===== config.mk =====
export PLATFORM = sky130hd
export DESIGN_NAME = rotate_amount_finder
export DESIGN_NICKNAME = d
export VERILOG_FILES = /design/src/rtl/rot_pkg.sv /design/src/rtl/rot1.sv /design/src/rtl/rotate_amount_finder.sv
export SDC_FILE = /design/constraint.sdc
export NUM_CORES = 1
export LEC_CHECK = 0
export ABC_AREA = 1
export CAP_MARGIN = 0
export CORE_UTILIZATION = 58
export DETAILED_ROUTE_END_ITERATION = 8
export GPL_TIMING_DRIVEN = 0
export PLACE_DENSITY = 0.89
export SETUP_SLACK_MARGIN = 0.02
export SKIP_LAST_GASP = 1
export SLEW_MARGIN = 25
export SYNTH_ARGS = -nofsm -noshare
export SYNTH_HDL_FRONTEND = slang
export SYNTH_SLANG_ARGS = --single-unit

===== constraint.sdc =====
create_clock -name clk -period 3.4 [get_ports clk]
set_input_delay 0.68 -clock clk [delete_from_list [all_inputs] [get_ports clk]]
set_output_delay 0.68 -clock clk [all_outputs]
set_load 0.05 [all_outputs]

===== src/rtl/rot_pkg.sv =====
// Shared constants and state encoding for the rotator family
// (the finder now, the sequential rotator later).
package rot_pkg;

    localparam int WIDTH = 32;
    localparam int AMT_W = $clog2(WIDTH);

    localparam logic DIR_LEFT  = 1'b0;
    localparam logic DIR_RIGHT = 1'b1;

    typedef enum logic [1:0] {
        IDLE   = 2'd0,
        SEARCH = 2'd1,
        DONE   = 2'd2
    } state_t;

endpackage


===== src/rtl/rot1.sv =====
// Combinational single-position rotate: right moves bit 0 to the MSB,
// left moves the MSB to bit 0.
module rot1
    import rot_pkg::*;
#(
    parameter int WIDTH = rot_pkg::WIDTH
) (
    input  logic [WIDTH-1:0] w,
    input  logic             d,
    output logic [WIDTH-1:0] q
);

    always_comb begin
        if (d == DIR_RIGHT) begin
            q = {w[0], w[WIDTH-1:1]};
        end else begin
            q = {w[WIDTH-2:0], w[WIDTH-1]};
        end
    end

endmodule


===== src/rtl/rotate_amount_finder.sv =====
// Finds the smallest rotate amount mapping a onto y, testing one amount per
// cycle; valid/ready handshakes on request and result.
module rotate_amount_finder
    import rot_pkg::*;
#(
    parameter int WIDTH = rot_pkg::WIDTH,
    parameter int AMT_W = $clog2(WIDTH)
) (
    input  logic             clk,
    input  logic             rst_n,
    input  logic             in_valid,
    output logic             in_ready,
    input  logic [WIDTH-1:0] a,
    input  logic [WIDTH-1:0] y,
    input  logic             direction,
    output logic             out_valid,
    input  logic             out_ready,
    output logic [AMT_W-1:0] amt,
    output logic             found
);

    localparam logic [AMT_W-1:0] LAST_IDX = AMT_W'(WIDTH - 1);

    state_t r_state;
    state_t w_next_state;

    logic [WIDTH-1:0] r_w;
    logic [WIDTH-1:0] r_t;
    logic             r_d;
    logic [AMT_W-1:0] r_idx;
    logic [AMT_W-1:0] r_amt;
    logic             r_found;
    logic             r_out_valid;

    logic [WIDTH-1:0] w_rot;
    logic             w_accept;
    logic             w_match;
    logic             w_exhausted;

    rot1 #(
        .WIDTH (WIDTH)
    ) u_rot1 (
        .w (r_w),
        .d (r_d),
        .q (w_rot)
    );

    assign w_accept    = in_valid && (r_state == IDLE);
    assign w_match     = (r_w == r_t);
    assign w_exhausted = (r_idx == LAST_IDX);

    always_ff @(posedge clk or negedge rst_n) begin
        if (!rst_n) begin
            r_state <= IDLE;
        end else begin
            r_state <= w_next_state;
        end
    end

    always_comb begin
        w_next_state = r_state;
        in_ready     = 1'b0;
        case (r_state)
            IDLE: begin
                in_ready = 1'b1;
                if (in_valid) begin
                    w_next_state = SEARCH;
                end
            end
            SEARCH: begin
                if (w_match || w_exhausted) begin
                    w_next_state = DONE;
                end
            end
            DONE: begin
                if (out_ready) begin
                    w_next_state = IDLE;
                end
            end
            default: begin
                w_next_state = IDLE;
            end
        endcase
    end

    // Search datapath; idx saturates at WIDTH-1, so amt can never wrap.
    always_ff @(posedge clk or negedge rst_n) begin
        if (!rst_n) begin
            r_w         <= '0;
            r_t         <= '0;
            r_d         <= DIR_LEFT;
            r_idx       <= '0;
            r_amt       <= '0;
            r_found     <= 1'b0;
            r_out_valid <= 1'b0;
        end else begin
            case (r_state)
                IDLE: begin
                    if (w_accept) begin
                        r_w   <= a;
                        r_t   <= y;
                        r_d   <= direction;
                        r_idx <= '0;
                    end
                end
                SEARCH: begin
                    if (w_match) begin
                        r_amt       <= r_idx;
                        r_found     <= 1'b1;
                        r_out_valid <= 1'b1;
                    end else if (w_exhausted) begin
                        r_amt       <= '0;
                        r_found     <= 1'b0;
                        r_out_valid <= 1'b1;
                    end else begin
                        r_w   <= w_rot;
                        r_idx <= r_idx + 1'b1;
                    end
                end
                DONE: begin
                    if (out_ready) begin
                        r_out_valid <= 1'b0;
                    end
                end
                default: begin
                    r_out_valid <= 1'b0;
                end
            endcase
        end
    end

    assign out_valid = r_out_valid;
    assign amt       = r_amt;
    assign found     = r_found;

endmodule


==> results of run 1 <==
-- cell usage in the layout, fill, tap and decap left out, drive strengths merged, types with 19 or more instances in the layout --
| cell | instances |
|---|---|
| a21oi | 28 |
| buf | 23 |
| clkbuf | 28 |
| clkdlybuf4s50 | 75 |
| dfrtp | 79 |
| inv | 35 |
| mux2 | 20 |
| nand2 | 165 |
| nand3 | 45 |
| nand4 | 37 |
| nor2 | 52 |
| o21ai | 33 |
| xnor2 | 19 |
-- worst paths after layout --
kind,startpoint,end,cells after the start,slack [ns]
min in group clk,amt[0]$_DFFE_PN0P_,amt[0]$_DFFE_PN0P_,2,0.47
max,r_idx[0]$_DFFE_PN0P_,r_w[4]$_DFFE_PN0P_,8,0.92
min reg2reg,amt[0]$_DFFE_PN0P_,amt[0]$_DFFE_PN0P_,2,0.47
min,rst_n,r_w[4]$_DFFE_PN0P_,1,0.23
max in group asynchronous,rst_n,r_t[26]$_DFFE_PN0P_,2,2.58
max reg2reg,r_idx[0]$_DFFE_PN0P_,r_w[4]$_DFFE_PN0P_,8,0.92
-- logic make-up (layout without fill, tap and decap cells) --
family | Yosys count | count (layout) | share of synthesized area (%)
compound gates | 62 | 62 | 6.775
xor+xnor | 20 | 20 | 3.794
fa+ha+maj | 2 | 2 | 0.5419
buf+inv | 70 | 163 | 6.992
flops | 79 | 79 | 42.82
mux | 38 | 38 | 8.781
simple gates | 300 | 300 | 30.30
-- layer usage --
metal / vias to the layer above / part of all wire [%]
met5: - / 0
met4: 0 / 3.3
met3: 45 / 8.0
met2: 254 / 49
met1: 2124 / 40
li1: 2054 / -
-- stage by stage --
stage	instances	utilization (%)	setup TNS, ns	hold WS (ns)
detailed placement	750	71.57	0	0.4594
global route	766	74.51	0	0.2496
floorplan	571	-	0	0.3844
CTS	766	74.51	0	0.2396
finish	766	74.51	0	0.2273
global placement	749	71.24	-89.74	0.4523
-- state kept, by name, indices dropped and copies added, names as in the netlist --
register and flops:
r_t 32, out_valid 1, r_w 32, found 1, r_d 1, r_idx 5, amt 5, r_state 2
-- layout make-up --
| type | count | share of cell area (%) |
|---|---|---|
| clock inverter | 2 | 0.6084 |
| multi-input combinational | 422 | 40.24 |
| inverter | 35 | 2.282 |
| timing repair buffer | 77 | 13.65 |
| tap | 102 | 2.216 |
| buffer | 35 | 3.325 |
| clock buffer | 14 | 3.346 |
| sequential | 79 | 34.33 |
-- worst max-delay path: cells and delay by family (launching register included) --
family / cells / cell delay, ns
buffers and inverters: 1 / 0.47
adders and majority gates: 2 / 0.43
DFF: 1 / 0.44
AOI/OAI and AO/OA: 1 / 0.62
and+or+nand+nor: 4 / 0.46
-- power by group --
part / switching, uW / internal [uW] / leakage [uW]
combinational: 1710 / 1220 / 0.00160
clock: 347 / 439 / 0.000119
sequential: 422 / 1380 / 0.000956
total: 2480 / 3040 / 0.00267
==> out/qor.csv, run 1 <==
stage;metric;value;unit
placed_design;Port Buffer Count;76;
clock_network;number of instances resized during post-cts repair;0;
clock_network;clock tree from TritonCTS;built;
synthesis;fraction of synthesis flops using an asynchronous set or reset pin;100.0;%
worst_setup_path;maximum fanout along the worst path;10;
sta;worst slew slack as a fraction of its limit;49.77;%
cells_and_area;flip-flop and latch area;1977;um2
sta;max-slew violation count;0;
cells_and_area;final layout net count;730;
grt;global-route congestion overflow total;0;
route;routed via count divided by cell count;5.845;
grt;largest net degree at the start of global routing;55;
grt;global routing's busiest layer;met2;
sta;share of the cycle needed by the critical path after routing;72.92;%
cells_and_area;fillers;529;
synthesis;combined area of all synthesized cells;4617;um2
route;WL per Instance;16.72;um
sta;unrepaired setup endpoints after global routing;false;
worst_setup_path;cell type of the slowest stage on the worst timing path;sky130_fd_sc_hd__a21oi_1;
grt;global routing met2 resource utilization;52.97;%
clock_network;clock-pin slew on the worst setup and hold paths;0.08;ns
grt;all-layer global routing usage;33.01;%
cells_and_area;area taken by multi-input logic gates;2317;um2
grt;first-pass GRT wire length;21530;um
cells_and_area;growth of design area from synthesis to finish;24.72;%
synthesis;Mapped Nets;642;
worst_setup_path;required time worst endpoint;3.70;ns
grt;antenna violations before repair;0;
clock_network;H-tree Lvls;3;
synthesis;number of cells produced by synthesis;571;
route;remaining antenna violation count;0;
cells_and_area;count of inserted antenna diode cells;0;
floorplan;die boundary height;91.22;um
clock_network;Root Buffer Master;sky130_fd_sc_hd__clkbuf_8;
synthesis;Netlist cell types;24;
sta;worst clock skew;0.01254;ns
synthesis;biggest area consumer among synthesized cells;sky130_fd_sc_hd__dfrtp_1;
placed_design;Post-Place Cell Area;5530;um2
route;number of DRC violations after detailed-routing iteration 0;423;
sta;Final WS setup;0.9208;ns
floorplan;core area;7727;um2
synthesis;count of flip-flops with a built-in enable after synthesis;0;
route;Final Routed Wirelength;12810;um
synthesis;number of warnings printed during yosys synthesis;0;
power_and_ir_drop;cell area power density;959.1;nW/um2
clock_network;count of hold-fix buffers inserted at cts;0;
worst_setup_path;data arrival at the endpoint of the critical path;2.78;ns
sta;worst slew pin tran;0.7534;ns
power_and_ir_drop;worst voltage drop across the vdd grid;0.5609;mV
clock_network;Max Buffers Root-to-Sink;2;
worst_setup_path;biggest cell delay along the critical path;0.62;ns
worst_setup_path;Worst Path Class, Setup;reg2reg;
route;via count of the routed design;4477;
synthesis;cell with the most instances after synthesis;sky130_fd_sc_hd__nand2_1;
placed_design;Worst Setup Slack post-DPL;1.044;ns
grt;met1 Usage GRT;41.98;%
sta;achievable clock frequency;403.4;MHz
cells_and_area;Post-Layout Inst Area;5758;um2
cells_and_area;ratio of cells with drive above 1 in the final layout;12.65;%
synthesis;Avg Synthesized Cell Area;8.086;um2
min_path;worst min path class;in2async;
floorplan;starting utilization of the core area;59.75;%
power_and_ir_drop;leakage dissipation;0.002673;uW
worst_setup_path;crit path capture type;register;
synthesis;number of synthesized register bits;79;
floorplan;floorplan die area;8321;um2
grt;fraction of met3 tracks used by global routing;6.365;%
sta;final critical path time including I/O delays and setup;2.479;ns
grt;via count of the first global-routing pass;4500;
status;result of the run;completed;
clock_network;CTS sink cnt;79;
placed_design;DP Wirelength;9094;um
clock_network;cts bufs inserted;9;
floorplan;number of top-level pins;77;
route;drc violations;0;
sta;number of setup violations in the final report;0;
floorplan;horizontal extent of the die;91.22;um
synthesis;Post-synth top cells;164 x sky130_fd_sc_hd__nand2_1, 79 x sky130_fd_sc_hd__dfrtp_1, 49 x sky130_fd_sc_hd__nor2_1;
placed_design;Final GP Congestion;0.9265;
flow_run;MaxCap Viol Count;0;
clock_network;clock insertion delay at the later pin of the skew report;0.36;ns
worst_setup_path;kind of launch point of the worst setup path;register;
clock_network;number of buffers added for setup after CTS;0;
sta;final number of hold-violating endpoints;0;
route;total iterations of the first detailed-routing run;5;
floorplan;placement row count;32;
worst_setup_path;CP Cell Sequence;ha_1 -> nand2_1 -> nor2_1 -> ha_1 -> a21oi_1 -> clkbuf_1 -> nand4_1 -> nand2_1;
power_and_ir_drop;Design Power;5522;uW
synthesis;most frequently used flop master after synthesis;sky130_fd_sc_hd__dfrtp_1;
synthesis;cell types with the largest area share after synthesis;sky130_fd_sc_hd__dfrtp_1 43%, sky130_fd_sc_hd__nand2_1 13%, sky130_fd_sc_hd__nand4_1 5.0%, sky130_fd_sc_hd__mux2_2 4.9%, sky130_fd_sc_hd__nand3_2 4.8%;
synthesis;sequential-to-total area share from yosys stat;42.82;%
synthesis;area share of the leading cell type in the synthesized netlist;42.82;%
Power figures use the tool's default switching activity.
==> run 2, diff against run 1 <==
CORE_UTILIZATION = 54   (was 58)
PLACE_DENSITY = 0.84   (was 0.89)
clock period = 2.6 ns   (was 3.4 ns; I/O delays follow)
==> run 2 against run 1 <==
Die area is 7.2% higher. Global-route usage is 2.3 points lower. Combinational power grew 29%. Critical path type unchanged. Final cell count increased by 0.39%. Largest cell class unchanged. Routed wire length down 0.73%. Critical path depth unchanged. Fmax increased by 0.82%. Hold slack got worse by 0.11 ns. Largest power group unchanged. Final area rose by 0.96%. Clock-buffer cell count shrank 3. Flip-flop and latch count unchanged. Register-to-register slack worse by 0.78 ns.
==> out/qor.csv, run 2 (synthesis gave the netlist of run 1 again) <==
stage;metric;value;unit;change
status;result of the run;completed;;
power_and_ir_drop;cell area power density;1274;nW/um2;+33%
worst_setup_path;crit path capture type;register;;
cells_and_area;fillers;650;;+23%
grt;global-route congestion overflow total;0;;unchanged
cells_and_area;most frequent standard cell in the layout excluding fill and tap cells;sky130_fd_sc_hd__nand2_1;;
clock_network;number of buffers added for setup after CTS;0;;unchanged
clock_network;number of instances resized during post-cts repair;0;;unchanged
placed_design;Post-Place Cell Area;5534;um2;about the same
clock_network;H-tree Lvls;3;;unchanged
sta;share of the cycle needed by the critical path after routing;94.58;%;+22 points
power_and_ir_drop;worst voltage drop across the vdd grid;0.5816;mV;+3.7%
worst_setup_path;Worst Path Class, Setup;reg2reg;;
sta;Final WS setup;0.1410;ns;-0.7798 ns
route;routed via count divided by cell count;5.744;;-1.7%
cells_and_area;final layout net count;730;;unchanged
clock_network;Root Buffer Master;sky130_fd_sc_hd__clkbuf_8;;
worst_setup_path;required time worst endpoint;2.89;ns;-0.81 ns
route;via count of the routed design;4417;;-1.3%
floorplan;core area;8258;um2;+6.9%
cells_and_area;largest registers;r_t: 32 flops, r_w: 32 flops;;
placed_design;number of instances in the placed design;753;;+0.40%
placed_design;Final GP Congestion;0.9068;;-2.1%
cells_and_area;Post-Layout Inst Area;5813;um2;+0.96%
sta;max-slew violation count;0;;unchanged
grt;first-pass GRT wire length;20960;um;-2.6%
clock_network;cts bufs inserted;9;;unchanged
cells_and_area;flip-flop and latch area;1977;um2;unchanged
cells_and_area;area taken by multi-input logic gates;2317;um2;unchanged
power_and_ir_drop;leakage dissipation;0.002690;uW;+0.64%
grt;via count of the first global-routing pass;4319;;-4.0%
clock_network;clock-pin slew on the worst setup and hold paths;0.09;ns;about the same
grt;all-layer global routing usage;30.67;%;-2.3 points
clock_network;count of hold-fix buffers inserted at cts;0;;unchanged
floorplan;horizontal extent of the die;94.47;um;+3.6%
floorplan;starting utilization of the core area;55.91;%;-3.8 points
power_and_ir_drop;Design Power;7409;uW;+34%
clock_network;clock insertion delay at the later pin of the skew report;0.36;ns;about the same
sta;achievable clock frequency;406.7;MHz;+0.82%
floorplan;number of top-level pins;77;;unchanged
floorplan;placement row count;33;;+3.1%
route;drc violations;0;;unchanged
min_path;worst min path class;in2async;;
worst_setup_path;Reg-to-Reg Start;r_idx[0]$_DFFE_PN0P_;;
grt;antenna violations before repair;0;;unchanged
route;total iterations of the first detailed-routing run;5;;unchanged
route;remaining antenna violation count;0;;unchanged
sta;worst clock skew;0.01006;ns;-0.002478 ns
worst_setup_path;data arrival at the endpoint of the critical path;2.75;ns;-0.03 ns
floorplan;die boundary height;94.47;um;+3.6%
floorplan;floorplan die area;8924;um2;+7.2%
worst_setup_path;critical path launch point;r_idx[0]$_DFFE_PN0P_;;
placed_design;DP Wirelength;9040;um;-0.60%
sta;worst slew slack as a fraction of its limit;45.49;%;-4.3 points
clock_network;clock tree from TritonCTS;built;;
worst_setup_path;kind of launch point of the worst setup path;register;;
placed_design;Worst Setup Slack post-DPL;0.2582;ns;-0.7862 ns
sta;worst slew pin tran;0.8176;ns;+0.06423 ns
cells_and_area;ratio of cells with drive above 1 in the final layout;12.65;%;unchanged
sta;final critical path time including I/O delays and setup;2.459;ns;-0.02022 ns
flow_run;MaxCap Viol Count;0;;unchanged
cells_and_area;non-filler instance count after layout;769;;+0.39%
cells_and_area;growth of design area from synthesis to finish;25.91;%;
sta;number of setup violations in the final report;0;;unchanged
route;WL per Instance;16.54;um;-1.1%
cells_and_area;highest-count cells in the layout ignoring fill and taps;164 x sky130_fd_sc_hd__nand2_1, 79 x sky130_fd_sc_hd__dfrtp_1, 75 x sky130_fd_sc_hd__clkdlybuf4s50_1, 49 x sky130_fd_sc_hd__nor2_1, 37 x sky130_fd_sc_hd__nand4_1;;
route;Final Routed Wirelength;12720;um;-0.73%
cells_and_area;count of inserted antenna diode cells;0;;unchanged
worst_setup_path;maximum fanout along the worst path;10;;unchanged
sta;final number of hold-violating endpoints;0;;unchanged
cells_and_area;final core utilization;70.39;%;-4.1 points
clock_network;CTS sink cnt;79;;unchanged
clock_network;Max Buffers Root-to-Sink;2;;unchanged
placed_design;Port Buffer Count;76;;unchanged
grt;largest net degree at the start of global routing;46;;-16%
sta;unrepaired setup endpoints after global routing;false;;
route;number of DRC violations after detailed-routing iteration 0;293;;-31%
==> run 2: cell types whose count changed in the layout (fill, tap and decap cells not counted) <==
cell,change
sky130_fd_sc_hd__bufinv_16,+3
sky130_fd_sc_hd__clkbuf_8,-3
sky130_fd_sc_hd__clkinv_2,-1
sky130_fd_sc_hd__clkinvlp_4,+1
==> run 2: worst paths after layout <==
| check | endpoint | slack [ns] | depth (start not counted) |
|---|---|---|---|
| max | r_w[2]$_DFFE_PN0P_ | 0.14 | 8 |
| min | r_d$_DFFE_PN0P_ | 0.12 | 1 |
| max reg2reg | r_w[2]$_DFFE_PN0P_ | 0.14 | 8 |
| min reg2reg | amt[3]$_DFFE_PN0P_ | 0.48 | 2 |
| max in group asynchronous | r_w[23]$_DFFE_PN0P_ | 1.90 | 2 |
| min in group clk | amt[3]$_DFFE_PN0P_ | 0.48 | 2 |
==> run 2: cell type report <==
cell class,count,area share [%]
Clock inverter,5,2.195
Tap cell,105,2.260
Buffer,35,3.293
Clock buffer,11,2.604
Multi-Input combinational cell,422,39.86
Inverter,35,2.260
Timing Repair Buffer,77,13.52
Sequential cell,79,34.01
==> run 2: through the flow <==
| stage | TNS [ns] | hold slack, ns |
|---|---|---|
| finish | 0 | 0.1158 |
| global route | 0 | 0.1502 |
| CTS | 0 | 0.1313 |
| detailed placement | 0 | 0.4582 |
| global placement | -141.62 | 0.4523 |
| floorplan | 0 | 0.2244 |
==> run 2: metal layers <==
layer  vias to the layer above  routed length [um]  GRT usage, %
li1                       2056                   -             -
met1                      2103                5214         41.08
met2                       226                6281         50.72
met3                        32                 950         3.865
met4                         0                 270         11.87
met5                         -                   0             0
==> run 2: worst max-delay path, cell delays in order, from the launching register on <==
cell and delay (ns):
sky130_fd_sc_hd__dfrtp_1 0.43, sky130_fd_sc_hd__ha_1 0.24, sky130_fd_sc_hd__nand2_1 0.08, sky130_fd_sc_hd__nor2_1 0.05
sky130_fd_sc_hd__ha_1 0.19, sky130_fd_sc_hd__a21oi_1 0.66, sky130_fd_sc_hd__clkbuf_1 0.45, sky130_fd_sc_hd__nand4_1 0.19
sky130_fd_sc_hd__nand2_1 0.11
==> run 2: power by group <==
part / switching [uW] / total (uW) / internal (uW)
logic: 2200 / 3790 / 1600
clock network: 470 / 1260 / 788
registers: 550 / 2360 / 1810
total: 3220 / 7410 / 4190
==> RTL edit 1: new RTL, config.mk and constraints of run 2 <==
The package constant `WIDTH` goes from 32 to 64.
--- a/src/rtl/rot_pkg.sv
+++ b/src/rtl/rot_pkg.sv
@@ -3,5 +3,5 @@
 package rot_pkg;
 
-    localparam int WIDTH = 32;
+    localparam int WIDTH = 64;
     localparam int AMT_W = $clog2(WIDTH);
 
Interface: changed (resized a, amt and y); port bits go from 77 to 142. The function was not compared with the original's and may differ.
==> RTL edit 1 against run 2 <==
Synthesized area is 82% higher; highest routed layer unchanged; hold slack worse by 82 ps; design area up 85%; setup slack lost 72 ps; largest cell class unchanged; via count up 100%; clock power increased by 120%; non-clock buffer count increased by 107; first-iteration DRC count grew to 3.4 times the old value; count of clock-buffer cells in the layout up 11; register-to-register slack better by 230 ps; sequential cell count increased by 66; power up 44%; wire length is 94% higher; sequential power increased by 77%.
==> RTL edit 1: results <==
group,metric,value,unit
pwr,p_total,10.7,mW
yosys,synth_fa_ha_area_share,0.149,%
setup_path,worstPathMaxFanout,3,
yosys,synth_area_leaders,"dfrtp_1 43%, nand2_1 15%, o21ai_0 7.4%",
setup_path,slowest_delay,870,ps
drt,first_pass_iters,7,
yosys,synth.area.mux_share,1.34,%
timing,tightest_slew,791,ps
placement,port_buffers,141,
final_layout,instances_no_fill,1575,
drt,drtIter0Drc,998,
pwr,power_density,992,mW/mm^2
drt,routedWlPerCell,15.7,microns
run_status,outcome,"finished, final reports clean",
setup_path,critPathTopFamily,"buffers and inverters",
final_layout,final_nets,1509,
global_route,grt_max_degree,80,
pwr,p_sw_share,38.1,%
placement,placed_area,0.0101,sq mm
clock_network,clk_pin_slew,60,ps
yosys,yosysSeqAreaShare,43.1,%
yosys,syn_inst,1214,
drt,vias,8869,
pwr,ir_worst_vdd,0.561,mV
yosys,ys_ff_latch,145,
timing,fin_skew,10.8,ps
yosys,synth-compound-area-share,11.3,%
placement,pre_cts_slack,84.8,ps
placement,place_hpwl,17.0,mm
setup_path,cp.arrival,2010,ps
clock_network,clk-insertion-delay-late,430,ps
yosys,ys_top_cells_by_count,"347 x nand2_1, 166 x nor2_1, 145 x dfrtp_1, 125 x o21ai_0, 116 x inv_1",
placement,gp_congestion,0.886,
pwr,p_seq,4.17,mW
yosys,synth_nets,1348,
final_layout,fillers,1187,
yosys,synth-xor-area-share,1.04,%
global_route,grt_pass1_vias,8417,
final_layout,drive_above_1_share,5.84,%
clock_network,htreeDepth,4,
pwr,p_leak,5.35,nW
clock_network,cts-root-buf,"clkbuf_16",
global_route,grt_usage,32.1,%
## RTL edit 1: cell types whose count changed after synthesis, sizes merged, moves of 27 or more
cell / before / now
nand2: 165 / 347
nor2: 52 / 169
clkbuf: 14 / 41
o21ai: 33 / 131
nand4: 37 / 71
nand3: 45 / 73
inv: 35 / 119
a21oi: 28 / 57
dfrtp: 79 / 145
## RTL edit 1: final cells by class
class | instances | share of cell area (%)
inverter | 119 | 4.15
buffer | 77 | 3.66
tap | 188 | 2.19
sequential | 145 | 33.7
clock buffer | 22 | 4.31
multi-input combinational | 873 | 36.7
timing repair buffer | 142 | 13.4
clock inverter | 9 | 1.89
## RTL edit 1: kinds of logic after synthesis
logic type      after synthesis
simple gates                663
buf+inv                     196
compound gates              189
flops                       145
xor+xnor                     10
mux                          10
fa+ha+maj                     1
## RTL edit 1: routing by layer
metal / part of all wire (%) / track usage (%) / vias up
met5: 0 / 0 / -
met4: 2.6 / 11.9 / 0
met3: 8.0 / 6.03 / 56
met2: 48 / 52.7 / 423
met1: 41 / 42.4 / 4154
li1: - / - / 4236
## RTL edit 1: worst paths after layout
| kind | start | slack [ps] | cells after the start | end |
|---|---|---|---|---|
| worst min-delay path | rst_n | 30 | 1 | r_t[20] |
| worst max register to register | r_w[18] | 370 | 12 | r_w[16] |
| max in group asynchronous | rst_n | 1780 | 2 | r_t[58] |
| min in group clk | amt[2] | 480 | 2 | amt[2] |
| worst max-delay path | r_state[1] | 70 | 2 | in_ready |
| worst min register to register | amt[2] | 480 | 2 | amt[2] |
## RTL edit 1: worst reg2reg max path: cells and delay by family, from the launching register on
kind	cells	cell delay, ps
DFF	1	430
buffers and inverters	2	370
and+or+nand+nor	10	1340
==> RTL edit 2: new RTL, config.mk and constraints of run 2 <==
Made on the original files. The 3 states of `state_t` get a one-hot encoding in 3 bits.
--- a/src/rtl/rot_pkg.sv
+++ b/src/rtl/rot_pkg.sv
@@ -9,8 +9,8 @@
     localparam logic DIR_RIGHT = 1'b1;
 
-    typedef enum logic [1:0] {
-        IDLE   = 2'd0,
-        SEARCH = 2'd1,
-        DONE   = 2'd2
+    typedef enum logic [2:0] {
+        IDLE   = 3'b001,
+        SEARCH = 3'b010,
+        DONE   = 3'b100
     } state_t;
 
Function: same outputs for any inputs over 4 cycles, from zero or initial values and one cycle with rst_n low; so few cycles prove little.
==> RTL edit 2 against run 2 <==
Critical path type is now reg -> out; wire length is 22% lower; power is 20% lower; design area is 8.7% lower; sequential cell count is 1 higher; synthesized cell count is 9.5% lower; non-clock buffer count is 12 lower; combinational power is 25% lower; highest routed layer unchanged; setup slack worse by 30 ps; synthesized area is 8.1% lower.
==> RTL edit 2: results <==
group,metric,value,unit
yosys,syn_inst,517,
yosys,synth-compound-area-share,5.31,%
setup_path,critPathTopFamily,"buffers and inverters",
setup_path,worstPathMaxFanout,3,
run_status,outcome,"finished, final reports clean",
final_layout,drive_above_1_share,10.7,%
pwr,p_seq_share,38.8,%
final_layout,fillers,582,
global_route,grt_pass1_wl,16.8,mm
drt,drtIter0Drc,222,
final_layout,clock_area_share,3.11,%
final_layout,final_nets,676,
yosys,synth-xor-area-share,4.95,%
final_layout,regArea,0.00200,sq mm
final_layout,buf_share,16.8,%
setup_path,slowest_delay,840,ps
setup_path,cp.arrival,1970,ps
yosys,ys_top_cells_by_count,"230 x nand2_1, 79 x dfrtp_1, 32 x o21ai_0, 24 x mux2_2",
drt,via_per_inst,5.21,
setup_path,critPathCapture,"in_ready",
final_layout,flops_and_latches,80,
yosys,synthDistinctLibCells,28,
pwr,p_leak,2.62,nW
drt,dr_wl_met2,4.86,mm
setup_path,worstSetupStartpoint,"r_state[0]",
pwr,powerComb,2.84,mW
placement,dp.cells,693,
global_route,grt_usage,26.0,%
placement,placed_area,0.00514,sq mm
placement,pre_cts_slack,491,ps
-- RTL edit 2: cell count changes after synthesis, moves of 4 or more --
cell / run 2 / this run
nand3_2: 22 / 1
inv_1: 34 / 23
a21oi_1: 28 / 9
mux2i_1: 18 / 23
o21ai_1: 0 / 4
nor2_1: 49 / 21
nand2_1: 164 / 230
clkbuf_1: 14 / 7
nand3_1: 23 / 10
nand4_1: 37 / 2
xnor2_1: 19 / 23
mux2_2: 20 / 24
-- RTL edit 2: worst min-delay path by stage --
stage	startpoint	slack [ps]	end	depth (start not counted)
2_1_floorplan	rst_n	220	amt[0]	0
5_1_grt	rst_n	190	amt[3]	1
4_1_cts	rst_n	160	amt[2]	1
3_3_place_gp	out_valid	450	out_valid	2
3_5_place_dp	out_valid	460	out_valid	2
6_report	rst_n	150	amt[2]	1
-- RTL edit 2: worst reg2reg max path, delay by kind of cell, from the launching register on --
kind / cells / cell delay (ps)
simple gates: 5 / 830
flops: 1 / 430
buf+inv: 3 / 610
